### src/rtl/stream_demux_if.sv
// -----------------------------------------------------------------------------
// stream_demux_if
// Bundles the upstream stream, the per-channel downstream streams and the
// status outputs of stream_demux into one interface.
//
// Signals
//   inValid  upstream word present
//   inReady  demux accepts the word this cycle
//   inData   upstream word (BITS_SIZE bits)
//   inSel    destination channel index (clog2(CHANNELS) bits)
//   outValid bit k: channel k head word valid
//   outReady bit k: channel k consumer takes the head word
//   outData  channel k head word at [k*BITS_SIZE +: BITS_SIZE]
//   dropErr  sticky flag, a word for a nonexistent channel was discarded
//   chCount  per-channel 16-bit accepted-word counters
//
// Modports
//   slave  : the demux itself
//   master : the environment driving the upstream side and consuming channels
// -----------------------------------------------------------------------------
interface stream_demux_if #(
  parameter int BITS_SIZE = 64,
  parameter int CHANNELS  = 4
);
  localparam int SEL_W = $clog2(CHANNELS);

  logic                          inValid;
  logic                          inReady;
  logic [BITS_SIZE-1:0]          inData;
  logic [SEL_W-1:0]              inSel;
  logic [CHANNELS-1:0]           outValid;
  logic [CHANNELS-1:0]           outReady;
  logic [CHANNELS*BITS_SIZE-1:0] outData;
  logic                          dropErr;
  logic [CHANNELS*16-1:0]        chCount;

  modport slave (
    input  inValid, inData, inSel, outReady,
    output inReady, outValid, outData, dropErr, chCount
  );

  modport master (
    output inValid, inData, inSel, outReady,
    input  inReady, outValid, outData, dropErr, chCount
  );
endinterface

### src/rtl/stream_demux.sv
// -----------------------------------------------------------------------------
// stream_demux
// Routes each upstream word to one of CHANNELS output streams selected by
// inSel. Every channel owns an independent DEPTH-entry FIFO. Words addressed
// to a channel index >= CHANNELS are accepted, discarded and flagged on the
// sticky dropErr output.
//
// Ports
//   clk    sole clock, rising edge
//   rst_n  asynchronous active-low reset
//   bus    stream_demux_if.slave (upstream, downstream channels, status)
//
// Parameters
//   BITS_SIZE  data word width
//   CHANNELS   number of output channels (2..16)
//   DEPTH      per-channel FIFO depth, power of two (2..16)
//
// Optional feature
//   STREAM_DEMUX_COUNT_EN  when defined, chCount holds saturating per-channel
//                          accepted-word counters; otherwise chCount is 0.
// -----------------------------------------------------------------------------
module stream_demux #(
  parameter int BITS_SIZE = 64,
  parameter int CHANNELS  = 4,
  parameter int DEPTH     = 4
) (
  input logic           clk,
  input logic           rst_n,
  stream_demux_if.slave bus
);
  localparam int PTR_W = $clog2(DEPTH);
  localparam int OCC_W = PTR_W + 1;
  localparam logic [OCC_W-1:0] OCC_FULL = OCC_W'(DEPTH);

  logic [BITS_SIZE-1:0] mem_q    [CHANNELS][DEPTH];
  logic [PTR_W-1:0]     rd_ptr_q [CHANNELS];
  logic [PTR_W-1:0]     rd_ptr_d [CHANNELS];
  logic [PTR_W-1:0]     wr_ptr_q [CHANNELS];
  logic [PTR_W-1:0]     wr_ptr_d [CHANNELS];
  logic [OCC_W-1:0]     occ_q    [CHANNELS];
  logic [OCC_W-1:0]     occ_d    [CHANNELS];
  logic                 drop_err_q;
  logic                 drop_err_d;

  logic                          in_ready;
  logic                          sel_hit;
  logic [CHANNELS-1:0]           push;
  logic [CHANNELS-1:0]           pop;
  logic [CHANNELS-1:0]           out_valid;
  logic [CHANNELS*BITS_SIZE-1:0] out_data;

  // Channel lookup is done by comparison rather than indexing so an
  // out-of-range inSel never indexes past the channel arrays.
  always_comb begin
    in_ready   = 1'b1;
    sel_hit    = 1'b0;
    push       = '0;
    pop        = '0;
    for (int k = 0; k < CHANNELS; k++) begin
      if (int'(bus.inSel) == k) begin
        sel_hit  = 1'b1;
        in_ready = (occ_q[k] != OCC_FULL);
      end
    end
    for (int k = 0; k < CHANNELS; k++) begin
      push[k] = bus.inValid && in_ready && (int'(bus.inSel) == k);
      pop[k]  = (occ_q[k] != '0) && bus.outReady[k];
    end
    // in_ready is always 1 for an unmatched index, so inValid alone accepts it.
    drop_err_d = drop_err_q | (bus.inValid && !sel_hit);
    for (int k = 0; k < CHANNELS; k++) begin
      wr_ptr_d[k] = wr_ptr_q[k] + PTR_W'(push[k]);
      rd_ptr_d[k] = rd_ptr_q[k] + PTR_W'(pop[k]);
      occ_d[k]    = occ_q[k] + OCC_W'(push[k]) - OCC_W'(pop[k]);
    end
  end

  always_ff @(posedge clk or negedge rst_n) begin
    if (!rst_n) begin
      drop_err_q <= 1'b0;
      for (int k = 0; k < CHANNELS; k++) begin
        rd_ptr_q[k] <= '0;
        wr_ptr_q[k] <= '0;
        occ_q[k]    <= '0;
      end
    end else begin
      drop_err_q <= drop_err_d;
      for (int k = 0; k < CHANNELS; k++) begin
        rd_ptr_q[k] <= rd_ptr_d[k];
        wr_ptr_q[k] <= wr_ptr_d[k];
        occ_q[k]    <= occ_d[k];
      end
    end
  end

  // Storage is not reset; occupancy alone decides what is visible.
  always_ff @(posedge clk) begin
    for (int k = 0; k < CHANNELS; k++) begin
      if (push[k]) begin
        mem_q[k][wr_ptr_q[k]] <= bus.inData;
      end
    end
  end

  // Empty channels present all-zero data so stale storage never leaks out.
  always_comb begin
    out_valid = '0;
    out_data  = '0;
    for (int k = 0; k < CHANNELS; k++) begin
      out_valid[k] = (occ_q[k] != '0);
      if (out_valid[k]) begin
        out_data[k*BITS_SIZE +: BITS_SIZE] = mem_q[k][rd_ptr_q[k]];
      end
    end
  end

  assign bus.inReady  = in_ready;
  assign bus.outValid = out_valid;
  assign bus.outData  = out_data;
  assign bus.dropErr  = drop_err_q;

`ifdef STREAM_DEMUX_COUNT_EN
  logic [15:0]            cnt_q [CHANNELS];
  logic [15:0]            cnt_d [CHANNELS];
  logic [CHANNELS*16-1:0] ch_count;

  always_comb begin
    ch_count = '0;
    for (int k = 0; k < CHANNELS; k++) begin
      cnt_d[k] = (push[k] && (cnt_q[k] != 16'hFFFF)) ? cnt_q[k] + 16'd1 : cnt_q[k];
      ch_count[k*16 +: 16] = cnt_q[k];
    end
  end

  always_ff @(posedge clk or negedge rst_n) begin
    if (!rst_n) begin
      for (int k = 0; k < CHANNELS; k++) begin
        cnt_q[k] <= '0;
      end
    end else begin
      for (int k = 0; k < CHANNELS; k++) begin
        cnt_q[k] <= cnt_d[k];
      end
    end
  end

  assign bus.chCount = ch_count;
`else
  assign bus.chCount = '0;
`endif

endmodule

### src/flat_wrapper.sv
// flat-port wrapper written by rule: the top's interface ports become plain ports
module stream_demux_flat 
#(
  parameter int BITS_SIZE = 64,
  parameter int CHANNELS  = 4,
  parameter int DEPTH     = 4
)
  (clk, rst_n, bus_inValid, bus_inData, bus_inSel, bus_outReady, bus_inReady, bus_outValid, bus_outData, bus_dropErr, bus_chCount);
  stream_demux_if #(.BITS_SIZE(BITS_SIZE), .CHANNELS(CHANNELS)) bus_i ();
  input logic clk;
  input logic rst_n;
  input wire logic [$bits(bus_i.inValid)-1:0] bus_inValid;
  input wire logic [$bits(bus_i.inData)-1:0] bus_inData;
  input wire logic [$bits(bus_i.inSel)-1:0] bus_inSel;
  input wire logic [$bits(bus_i.outReady)-1:0] bus_outReady;
  output wire logic [$bits(bus_i.inReady)-1:0] bus_inReady;
  output wire logic [$bits(bus_i.outValid)-1:0] bus_outValid;
  output wire logic [$bits(bus_i.outData)-1:0] bus_outData;
  output wire logic [$bits(bus_i.dropErr)-1:0] bus_dropErr;
  output wire logic [$bits(bus_i.chCount)-1:0] bus_chCount;
  assign bus_i.inValid = bus_inValid;
  assign bus_i.inData = bus_inData;
  assign bus_i.inSel = bus_inSel;
  assign bus_i.outReady = bus_outReady;
  assign bus_inReady = bus_i.inReady;
  assign bus_outValid = bus_i.outValid;
  assign bus_outData = bus_i.outData;
  assign bus_dropErr = bus_i.dropErr;
  assign bus_chCount = bus_i.chCount;
  stream_demux #(.BITS_SIZE(BITS_SIZE), .CHANNELS(CHANNELS), .DEPTH(DEPTH)) u_core (.clk(clk), .rst_n(rst_n), .bus(bus_i));
endmodule
### config.mk
export PLATFORM = sky130hd
export DESIGN_NAME = stream_demux_flat
export DESIGN_NICKNAME = d
export VERILOG_FILES = /design/src/rtl/stream_demux_if.sv /design/src/rtl/stream_demux.sv /design/src/flat_wrapper.sv
export SDC_FILE = /design/constraint.sdc
export NUM_CORES = 1
export LEC_CHECK = 0
export CAP_MARGIN = 30
export CORE_MARGIN = 2
export CORE_UTILIZATION = 38
export CTS_BUF_LIST = sky130_fd_sc_hd__clkbuf_16
export DETAILED_ROUTE_END_ITERATION = 16
export GPL_TIMING_DRIVEN = 0
export HOLD_SLACK_MARGIN = 0.02
export PLACE_DENSITY = 0.67
export SYNTH_ARGS = -nofsm -noshare
export SYNTH_HDL_FRONTEND = slang
export SYNTH_SLANG_ARGS = --single-unit
### constraint.sdc
create_clock -name clk -period 9.2 [get_ports clk]
set_clock_uncertainty 0.05 [all_clocks]
set_input_delay 1.84 -clock clk [delete_from_list [all_inputs] [get_ports clk]]
set_output_delay 1.84 -clock clk [all_outputs]
set_load 0.01 [all_outputs]
* Yosys cells after proc, flatten, opt, wreduce, memory -nomap -nowiden
Memory sizes are Yosys's and may differ from the RTL's.
Index checks and enable logic that the tools add are counted.
** Storage, ports and cells
- Flip-flop bits (word level) :: 29
- RAM bits :: 1024
- Input port bits :: 73
- Output and inout port bits :: 326
- Logic and storage cells :: 130
- Memories kept :: 1
** Memory list
- u_core.mem_q :: words 4, width 256, read ports 4, clocked after Yosys merged registers in 0, write ports 1, line stream_demux.sv:35 : logic [BITS_SIZE-1:0] mem_q [CHANNELS][DEPTH];
** Operators by class
- Add/sub/neg operators :: 16
- $lt $le $gt $ge :: 12
- Equal/unequal tests :: 7
- Muxes and demuxes :: 49
- Bitwise operators :: 9
- Reduce and logical (&&, ||, !) cells :: 23
** Operator list (number)
- $mux W256 :: 10
- $mux W64 :: 16
- $reduce_or A256 Y1 :: 3
- $bmux W64 S2 :: 4
- $demux W64 S2 :: 4
- $ge A3 B3 Y1 const B :: 8
- $not A2 Y3 :: 8
- $add A2 B1 Y2 :: 8
- $logic_and A1 B1 Y1 :: 14
- $add A3 B1 Y3 :: 4
- $lt A3 B1 Y1 const B :: 4
- $mux W1 :: 12
- $ne A3 B3 Y1 const B :: 4
- $reduce_bool A3 Y1 :: 4
- $sub A3 B1 Y3 :: 4
- $mux W2 :: 3
- $eq A2 B2 Y1 const B :: 2
- $eq A2 B1 Y1 const B :: 1
- $logic_not A2 Y1 :: 1
- $logic_not A1 Y1 :: 1
- $or A1 B1 Y1 :: 1

* Depth between registers and ports, before layout
Gate-level depths: netlist of run 1.
- Depth in word-level cells :: 13
- Mapped depth :: 10
- Mapped depth without buffers :: 9

* Worst setup path after synthesis of run 1
OpenSTA, ideal clock, no wires.
- Path kind :: input to register
- Start point :: input bus_inSel[1]
- End point :: memory u_core.mem_q[0][128] (netlist bit), enable pin
- Library setup time :: 666 ps
- Data arrival time :: 8979 ps
- Data required time :: 8484 ps
- Slack :: -495 ps
- Stages :: 2
- Path buffers :: 0
- Cells stage by stage :: or3b_2 -> nor4b_1
** Between the ends
- Longest elaborated chain between the ends :: 13
- Elaborated cells on any way between the ends :: 30
- Classes of those cells :: eq/ne (3); mux (18); reduce/logical (9)
** RTL lines
- start, declared :: line flat_wrapper.sv:14 : input wire logic [$bits(bus_i.inSel)-1:0] bus_inSel;
- $logic_not A2 Y1 :: line stream_demux.sv:60, stream_demux.sv:66
- $mux W1 (4 in series) :: line stream_demux.sv:60 : if (int'(bus.inSel) == k) begin
- $logic_and A1 B1 Y1 (2 in series) :: line stream_demux.sv:66 : push[k] = bus.inValid && in_ready && (int'(bus.inSel) == k);
- $mux W1 :: line stream_demux.sv:99 : if (push[k]) begin
- $mux W256 (not written as such) :: line stream_demux.sv:100 : mem_q[k][wr_ptr_q[k]] <= bus.inData;
- $reduce_or A256 Y1 (no line)
- $mux W2 (no line) / $mux W256 (equally long branches) (3 in series)
- end, declared :: line stream_demux.sv:35
Parallel ways exist; a longest one is shown, timed or not.

* Worst setup path in the final report of run 1
- Start point :: input bus_inSel[0]
- End point :: output bus_inReady
** Between the ends
- Longest elaborated chain between the ends :: 5
- Elaborated cells on any way between the ends :: 8
- Classes of those cells :: eq/ne (3); mux (4); reduce/logical (1)
** RTL lines
- $logic_not A2 Y1 :: line stream_demux.sv:60
- $mux W1 (3 in series) :: line stream_demux.sv:60
- $mux W1 * :: line stream_demux.sv:60
- end, declared :: line flat_wrapper.sv:16 : output wire logic [$bits(bus_i.inReady)-1:0] bus_inReady;
Every way passes the cells marked *; elsewhere a longest branch is shown, timed or not.

==> flow_summary.toml, run 1 <==
[timing]
setup_viol_count_final = 0
post-route-period-util_pct = 58.0
relSlewSlack_pct = 30.1
max_freq_ghz = 0.187
worstMarginPinSlew_ns = 1.04
period_minus_slack_ns = 5.34
slew_violations = 0
hold_viol = 0
rsz0062_at_grt = "no"

[route]
drt_first_pass_iters = 5
post-route-drc-count = 0
vias = 19800
ant_nets = 0
wirelength_mm = 99.0
wl_per_cell_um = 25.1
viasPerCell = 5.04
drt_iter0_drc = 1687

[power]
switchingPower_w = 0.00472
clock_power_share_pct = 27.7
fin_total_pwr_w = 0.0161
power_frac_seq_pct = 35.6
power_density_mw_per_mm2 = 313
intPower_w = 0.0114
pwr-share-comb_pct = 36.7
irDropWorstVdd_v = 0.000222
p_sw_share_pct = 29.3
leakagePower_nw = 17.2

[synthesis]
synthMostInstantiatedCell = "edfxtp_1"
yosysTopAreaCellShare_pct = 75.1
post_synth.cell_area_avg_um2 = 22.7
ys.flop_type = "edfxtp_1"
yosysTopAreaCell = "edfxtp_1"
synth.yosys.seq_area_share_pct = 76.9
synth_common_cells = "edfxtp_1 (1024), and2_1 (260), mux4_2 (241)"
synth_area_leaders = "edfxtp_1 (75%), mux4_2 (13%), and2_1 (4.0%)"
synthCells = 1808
postSynth.asyncResetShare_pct = 2.75
synth-seq-cells = 1053
ys_types = 26
yosysWarnings = 0
mappedNetlistArea_mm2 = 0.0410
synth_edf_count = 1024

[global_route]
grt_pass1_wl_mm = 143
grt_max_degree = 17
antenna_found_initial = 5
grt_pass1_vias = 21200
grt_usage_pct = 17.8
globalRoute.totalOverflow = 0

[placed_design]
routabilityCongestion = 0.726
portBuffers = 334
placed_area_mm2 = 0.0478
hpwlAfterDp_mm = 70.9

[layout]
drive_above_1_share_pct = 26.3
n_fill_cell = 8725
fin_nets = 2541
area_growth_pct = 25.7
diodes = 0
final_area_mm2 = 0.0515

[clocking]
cts_buffers = 107
cts_resized = 0
cts.reportedPaths.clkPinSlew_ns = 0.07
ctsHoldBuffers = 0
clkLatencyLatePin_ns = 0.68
cts_max_level = 3
clockBufferDepth = 3
cts_sinks = 1053
cts_tree = "built"
cts_setup_buffers = 0
root_buffer = "clkbuf_16"

[setup_path]
crit_path_end_kind = "output port"
slowest_delay_ns = 0.56
worstSetupPathType = "in2out"
crit_required_ns = 7.31
crit_top_cell = "clkdlybuf4s50_1"
reg2reg_slack_ns = 6.09
critPathSlowestCell = "clkdlybuf4s50_1"
cp_max_fo = 5
worst_setup_path_start_kind = "input port"
cp.arrival_ns = 3.45
crit_chain = "clkdlybuf4s50_1, mux4_2, clkdlybuf4s50_1"

[floorplanning]
coreArea_mm2 = 0.107
die_area_mm2 = 0.110
start_util_pct = 38.3
die_h_um = 332
dieWidth_um = 332
rows = 120
ios = 399

[status]
outcome = "finished, final reports clean"

[flow_run]
cap_viol_max_count = 0

[min_path]
hold_class = "reg2reg"
-- state kept, by name, summed over array words and instances, names as in the netlist --
name                cells
u_core.wr_ptr_q         8
u_core.mem_q         1024
u_core.bus.dropErr      1
u_core.rd_ptr_q         8
u_core.occ_q           12
-- power by group through the flow --
stage,Clock [W],Sequential (W),Combinational [W]
floorplan,0,0.00583,0.00309
global placement,0,0.00589,0.00583
detailed placement,0,0.00583,0.00602
CTS,0.00454,0.00573,0.00606
global route,0.00473,0.00575,0.00632
finish,0.00445,0.00573,0.00591
-- cell usage in the layout, fill, tap and decap left out, drive strengths merged, types with 5 or more instances in the layout --
master / n
and2: 260
xnor2: 7
bufinv: 18
dfrtp: 29
nor4b: 8
mux4: 257
conb: 64
clkinvlp: 6
xor2: 9
clkinv: 39
buf: 250
clkbuf: 142
ha: 16
clkdlybuf4s50: 334
inv: 41
or3b: 5
edfxtp: 1024
-- area by class of cell --
type	instances	area (um2)	share of cell area [%]
buffer	149	1250	2.43
clock buffer	109	2730	5.30
clock inverter	88	920	1.79
inverter	16	60.1	0.117
multi-input combinational	653	8590	16.7
sequential	1053	31500	61.2
tap	1403	1760	3.41
timing repair buffer	468	4680	9.10
-- cells by family after synthesis --
group,share of synthesized area (%)
XOR/XNOR,0.342
other,0.00916
adder cells (fa/ha/maj),0.684
AND/OR/NAND/NOR,4.63
flip-flops,76.9
buffers and inverters,3.20
multiplexers,14.3
-- layer usage --
layer | track usage (%) | wire length [um]
met3 | 5.51 | 8030
met2 | 29.6 | 48800
met5 | 0 | 42
met1 | 22.9 | 40200
met4 | 4.37 | 1930
-- worst paths after layout --
kind,startpoint,endpoint,depth (start not counted)
hold reg to reg,u_core.bus.dropErr$_DFF_PN0_,u_core.bus.dropErr$_DFF_PN0_,1
max in group asynchronous,rst_n,u_core.occ_q[1]$_DFF_PN0_,2
setup / recovery,bus_inSel[0],bus_inReady,3
hold / removal,u_core.bus.dropErr$_DFF_PN0_,u_core.bus.dropErr$_DFF_PN0_,1
setup reg to reg,u_core.occ_q[11]$_DFF_PN0_,u_core.mem_q[0][96]$_DFFE_PP_,8
min in group asynchronous,rst_n,u_core.rd_ptr_q[7]$_DFF_PN0_,1
-- metrics by stage --
step	hold WS [ns]	cells	worst slack, ns	utilization [%]	setup TNS (ns)
2_1_floorplan	0.415	1871	-0.495	-	-65.27
3_3_place_gp	0.396	3608	-7.79	43.3	-4888.99
3_5_place_dp	0.400	3738	3.79	44.6	0
4_1_cts	0.420	3935	3.74	48.0	0
5_1_grt	0.429	3939	3.67	48.1	0
6_report	0.408	3939	3.86	48.1	0
-- critical path, delay by kind of cell --
kind	cells	cell delay, ns
buffers and inverters	2	1.09
multiplexers	1	0.52
No activity file was read; power rests on OpenSTA's default activity.
==> inputs of run 2 (changes only) <==
--- a/config.mk
+++ b/config.mk
@@ -12,7 +12,7 @@
 export DETAILED_ROUTE_END_ITERATION = 16
 export GPL_TIMING_DRIVEN = 0
 export HOLD_SLACK_MARGIN = 0.02
-export PLACE_DENSITY = 0.67
+export PLACE_DENSITY = 0.69
 export SYNTH_ARGS = -nofsm -noshare
 export SYNTH_HDL_FRONTEND = slang
 export SYNTH_SLANG_ARGS = --single-unit
==> constraint.sdc (replaced) <==
create_clock -name clk -period 4.7 [get_ports clk]
set_clock_uncertainty 0.05 [all_clocks]
set_input_delay 0.94 -clock clk [delete_from_list [all_inputs] [get_ports clk]]
set_output_delay 0.94 -clock clk [all_outputs]
set_load 0.01 [all_outputs]
==> run 2 against run 1 <==
Net effect: via count down 0.37%; clock power rose by 83%; total power increased by 92%.
==> flow_summary.toml, run 2 (synthesized netlist as in run 1, its figures left out) <==
[clocking]
cts_setup_buffers = 0
root_buffer = "clkbuf_16"
cts_buffers = 104
clockBufferDepth = 3
cts_sinks = 1053
cts_max_level = 3
ctsHoldBuffers = 0
cts.reportedPaths.clkPinSlew_ns = 0.06
cts_resized = 0
cts_tree = "built"
clkLatencyLatePin_ns = 0.67

[route]
ant_nets = 0
drt_iter0_drc = 1809
viasPerCell = 5.05
wirelength_mm = 99.4
vias = 19800
post-route-drc-count = 0
wl_per_cell_um = 25.4
drt_first_pass_iters = 5

[setup_path]
slowest_delay_ns = 0.65
critPathSlowestCell = "clkdlybuf4s50_1"
worst_setup_path_start_kind = "register"
cp_num_buf_inv = 4
r2r-start = "u_core.occ_q[8]$_DFF_PN0_"
worstSetupPathType = "reg2out"
crit_path_end_kind = "output port"
crit_top_cell = "clkbuf_1"
reg2reg_slack_ns = 1.75
cp.arrival_ns = 3.47
startpoint = "u_core.occ_q[7]$_DFF_PN0_"
cp_max_fo = 10
crit_chain = "or3_1, clkbuf_1, buf_8, clkbuf_1, and2_1, clkdlybuf4s50_1"
critPathTopFamily = "buffers and inverters"
crit_required_ns = 3.71

[floorplanning]
dieWidth_um = 332
die_h_um = 332
coreArea_mm2 = 0.107
ios = 399
start_util_pct = 38.3
rows = 120
die_area_mm2 = 0.110

[power]
power_density_mw_per_mm2 = 602
intPower_w = 0.0219
power_frac_seq_pct = 36.3
p_sw_share_pct = 29.3
leakagePower_nw = 17.1
pwr-share-comb_pct = 37.4
fin_total_pwr_w = 0.0309
irDropWorstVdd_v = 0.000358
switchingPower_w = 0.00907
clock_power_share_pct = 26.3

[timing]
period_minus_slack_ns = 4.46
hold_viol = 0
rsz0062_at_grt = "no"
post-route-period-util_pct = 94.9
relSlewSlack_pct = 30.4
setup_tns_ns = 0
setup_viol_count_final = 0
max_freq_ghz = 0.224
slew_violations = 0
worstMarginPinSlew_ns = 1.04

[global_route]
grt_pass1_vias = 20800
globalRoute.totalOverflow = 0
antenna_found_initial = 8
grt_max_degree = 20
grt_pass1_wl_mm = 142
grt_usage_pct = 17.8

[min_path]
hold_class = "reg2reg"
min-delay-start = "u_core.occ_q[11]$_DFF_PN0_"

[layout]
n_fill_cell = 8625
multi_input_area_mm2 = 0.00864
utilization_pct = 48.0
fin_nets = 2518
layout_commonest_cell = "edfxtp_1"
seqCellArea_mm2 = 0.0315
most-common-layout-cells = "edfxtp_1 (1024), clkdlybuf4s50_1 (334), and2_1 (260)"
largest_reg_flops = 1024
area_growth_pct = 25.5
drive_above_1_share_pct = 25.0

[placed_design]
hpwlAfterDp_mm = 70.5
routabilityCongestion = 0.727
portBuffers = 334

[status]
outcome = "finished, final reports clean"

[flow_run]
cap_viol_max_count = 0
[run 2: changes by cell type in the layout (fill, tap and decap cells not counted), moves of 5 or more]
cell / change
buf_8: +20
buf_6: +18
clkinvlp_4: -5
clkinv_1: +5
inv_6: -6
inv_1: +10
buf_4: -62
bufinv_16: -6
[run 2: worst paths after layout]
| check | end | cells after the start |
|---|---|---|
| worst max-delay path | bus_outData[97] | 6 |
| worst min-delay path | u_core.occ_q[11]$_DFF_PN0_ | 1 |
| worst max register to register | u_core.occ_q[8]$_DFF_PN0_ | 10 |
| worst min register to register | u_core.occ_q[11]$_DFF_PN0_ | 1 |
| max in group asynchronous | u_core.rd_ptr_q[0]$_DFF_PN0_ | 2 |
| min in group asynchronous | u_core.wr_ptr_q[7]$_DFF_PN0_ | 1 |
[run 2: worst register-to-register path, cell delays in order (launching register included)]
cell and delay, ns:
dfrtp_1 0.42, or3_1 0.53, clkbuf_1 0.35, and2_1 0.31, ha_1 0.27, inv_1 0.06, ha_1 0.13, inv_1 0.05
fa_1 0.37, xnor2_1 0.18, xnor2_1 0.15
[run 2: power by group through the flow]
stage | clock, W | sequential (W) | combinational (W)
floorplan | 0 | 0.0114 | 0.00611
global placement | 0 | 0.0115 | 0.0113
detailed placement | 0 | 0.0114 | 0.0117
CTS | 0.00831 | 0.0112 | 0.0118
global route | 0.00867 | 0.0113 | 0.0122
finish | 0.00814 | 0.0112 | 0.0116
[run 2: per-stage QoR]
step	hold WS [ns]	std cells	cell area (um2)	setup WS [ns]
floorplan	0.415	1871	41400	-0.913
global placement	0.432	3608	46500	-5.34
detailed placement	0.445	3720	48000	0.692
CTS	0.461	3913	51400	0.0980
global route	0.492	3917	51400	0.0812
finish	0.471	3918	51400	0.241
[run 2: layout make-up]
type                       count  area share, %
sequential                  1053           61.3
multi-input combinational    653           16.8
timing repair buffer         448           9.35
clock buffer                 106           5.16
tap                         1403           3.42
buffer                       149           2.43
clock inverter                87           1.42
inverter                      16          0.117
antenna                        3         0.0146
[run 2: layer usage]
layer / track usage, % / share of wire [%] / vias up
li1: - / - / 8459
met1: 22.5 / 40 / 10500
met2: 31.4 / 52 / 678
met3: 3.30 / 5.9 / 122
met4: 4.98 / 2.0 / 4
met5: 0 / 0.030 / -
==> inputs of run 3 (changes only) <==
--- a/config.mk
+++ b/config.mk
@@ -5,14 +5,14 @@
 export SDC_FILE = /design/constraint.sdc
 export NUM_CORES = 1
 export LEC_CHECK = 0
-export CAP_MARGIN = 30
 export CORE_MARGIN = 2
-export CORE_UTILIZATION = 38
+export CORE_UTILIZATION = 35
 export CTS_BUF_LIST = sky130_fd_sc_hd__clkbuf_16
 export DETAILED_ROUTE_END_ITERATION = 16
+export DONT_BUFFER_PORTS = 1
 export GPL_TIMING_DRIVEN = 0
 export HOLD_SLACK_MARGIN = 0.02
-export PLACE_DENSITY = 0.69
+export PLACE_DENSITY = 0.61
 export SYNTH_ARGS = -nofsm -noshare
 export SYNTH_HDL_FRONTEND = slang
 export SYNTH_SLANG_ARGS = --single-unit
==> run 3 against run 2 <==
Net effect: first-iteration DRC count down 14%; sequential power about the same; highest routed layer unchanged; setup slack better by 0.17 ns.
==> flow_summary.toml, run 3 (synthesized netlist as in run 1, its figures left out) <==
[status]
outcome = "finished, final reports clean"

[global_route]
grt_pass1_vias = 19300
grt_busiest_layer = "met2"
grt_usage_pct = 16.3
grtUsageMet3_pct = 4.29
antenna_found_initial = 6
use_met1_pct = 21.0
grt_pass1_wl_mm = 140
globalRoute.totalOverflow = 0
use_met2_pct = 27.4
grt_max_degree = 30

[floorplanning]
dieWidth_um = 346
die_area_mm2 = 0.120
rows = 125
start_util_pct = 35.3
die_h_um = 346
ios = 399
coreArea_mm2 = 0.116

[flow_run]
cap_viol_max_count = 0

[route]
drt_first_pass_iters = 7
viasPerCell = 4.97
post-route-drc-count = 0
vias = 18400
drt_iter0_drc = 1557
ant_nets = 0
wirelength_mm = 98.4
wl_per_cell_um = 26.6

[timing]
slew_violations = 0
worstMarginPinSlew_ns = 1.40
setup_tns_ns = 0
setup_viol_count_final = 0
rsz0062_at_grt = "no"
post-route-period-util_pct = 91.3
setup_ws_ns = 0.408
max_freq_ghz = 0.233
relSlewSlack_pct = 6.81
hold_viol = 0
period_minus_slack_ns = 4.29

[layout]
fin_nets = 2173
seqCellArea_mm2 = 0.0315
final_area_mm2 = 0.0479
n_fill_cell = 10000
most-common-layout-cells = "edfxtp_1 (1024), and2_1 (260), mux4_2 (241)"
multi_input_area_mm2 = 0.00864
layout_commonest_cell = "edfxtp_1"
area_growth_pct = 16.9
largest_reg_flops = 1024
layout.cells.non_filler = 3693
drive_above_1_share_pct = 28.6

[power]
pwr-share-comb_pct = 30.8
irDropWorstVdd_v = 0.000435
leakagePower_nw = 15.6
clock_power_share_pct = 28.9
power_density_mw_per_mm2 = 582
power_frac_seq_pct = 40.3
p_sw_share_pct = 31.5
intPower_w = 0.0191
switchingPower_w = 0.00876

[setup_path]
crit_path_end_kind = "output port"
critPathSlowestCell = "clkbuf_1"
slowest_delay_ns = 0.99
critPathTopFamily = "buffers and inverters"
reg2reg_slack_ns = 1.28
cp_max_fo = 11
worstSetupPathType = "reg2out"
crit_chain = "or3_1, clkbuf_1, clkbuf_1, and2_1"
worst_setup_path_start_kind = "register"
cp_num_buf_inv = 2
crit_required_ns = 3.71
crit_top_cell = "clkbuf_1"
cp.arrival_ns = 3.30

[clocking]
cts_tree = "built"
cts_resized = 0
root_buffer = "clkbuf_16"
clockBufferDepth = 3
cts_max_level = 3
cts_sinks = 1053
clkLatencyLatePin_ns = 0.69
cts_buffers = 106
cts.reportedPaths.clkPinSlew_ns = 0.06

[placed_design]
hpwlAfterDp_mm = 69.2
placed_area_mm2 = 0.0445
placed_cells = 3494
portBuffers = 0
routabilityCongestion = 0.733
dp_slack_ns = 0.942

[min_path]
hold_class = "in2reg"
## run 3: changes by cell type in the layout (fill, tap and decap cells not counted), moves of 4 or more
cell             previous run  this run
buf_2                      28        24
bufinv_16                  12         7
buf_8                      37        11
clkinv_8                    5         0
clkdlybuf4s50_1           334         0
inv_6                       1         5
buf_6                      73        91
## run 3: power by group through the flow
stage / clock, W / combinational [W] / sequential [W]
CTS: 0.00824 / 0.00885 / 0.0112
global route: 0.00858 / 0.00914 / 0.0113
global placement: 0 / 0.00854 / 0.0115
floorplan: 0 / 0.00611 / 0.0114
detailed placement: 0 / 0.00882 / 0.0114
finish: 0.00805 / 0.00857 / 0.0112
## run 3: repair_timing
item / CTS / global route
setup buffers: 0 / 0
hold buffers: 2 / 0
endpoints found under the hold margin: 29 / 0
## run 3: path summary, 6_finish.rpt
check                                            from                              to  cells after the start
max                         u_core.occ_q[7]$_DFF_PN0_                 bus_outData[94]                      4
min                                    bus_inData[48]  u_core.mem_q[3][176]$_DFFE_PP_                      0
max reg2reg                u_core.occ_q[10]$_DFF_PN0_      u_core.occ_q[11]$_DFF_PN0_                     10
min reg2reg                 u_core.occ_q[8]$_DFF_PN0_       u_core.occ_q[8]$_DFF_PN0_                      1
max in group asynchronous                       rst_n    u_core.bus.dropErr$_DFF_PN0_                      2
min in group asynchronous                       rst_n    u_core.rd_ptr_q[5]$_DFF_PN0_                      2
## run 3: stage by stage
| step | util [%] | hold WS (ns) | power, W |
|---|---|---|---|
| detailed placement | 38.4 | 0.453 | 0.0202 |
| floorplan | - | 0.415 | 0.0175 |
| finish | 41.2 | 0.278 | 0.0279 |
| global route | 41.2 | 0.226 | 0.0290 |
| global placement | 37.3 | 0.431 | 0.0200 |
| CTS | 41.2 | 0.206 | 0.0283 |
## run 3: routing by layer
metal  routed length (um)  share of wire (%)
met2                49100                 50
met4                 2090                2.1
met5                   14              0.014
met3                 6960                7.1
met1                40300                 41
## run 3: final cells by class
class	count	area share, %
Timing Repair Buffer	101	2.51
Buffer	149	2.61
Clock inverter	88	1.39
Clock buffer	106	5.54
Inverter	16	0.125
Antenna cell	3	0.0157
Sequential cell	1053	65.8
Tap cell	1524	3.98
Multi-Input combinational cell	653	18.1
## run 3: worst reg2reg max path, cell delays in order (launching register included)
cell and delay, ns:
dfrtp_1 0.47, or3_1 0.25, clkbuf_1 1.04, and2_1 0.33, ha_1 0.26, inv_1 0.06, ha_1 0.14, inv_1 0.05
fa_1 0.38, xnor2_1 0.15, xnor2_1 0.13
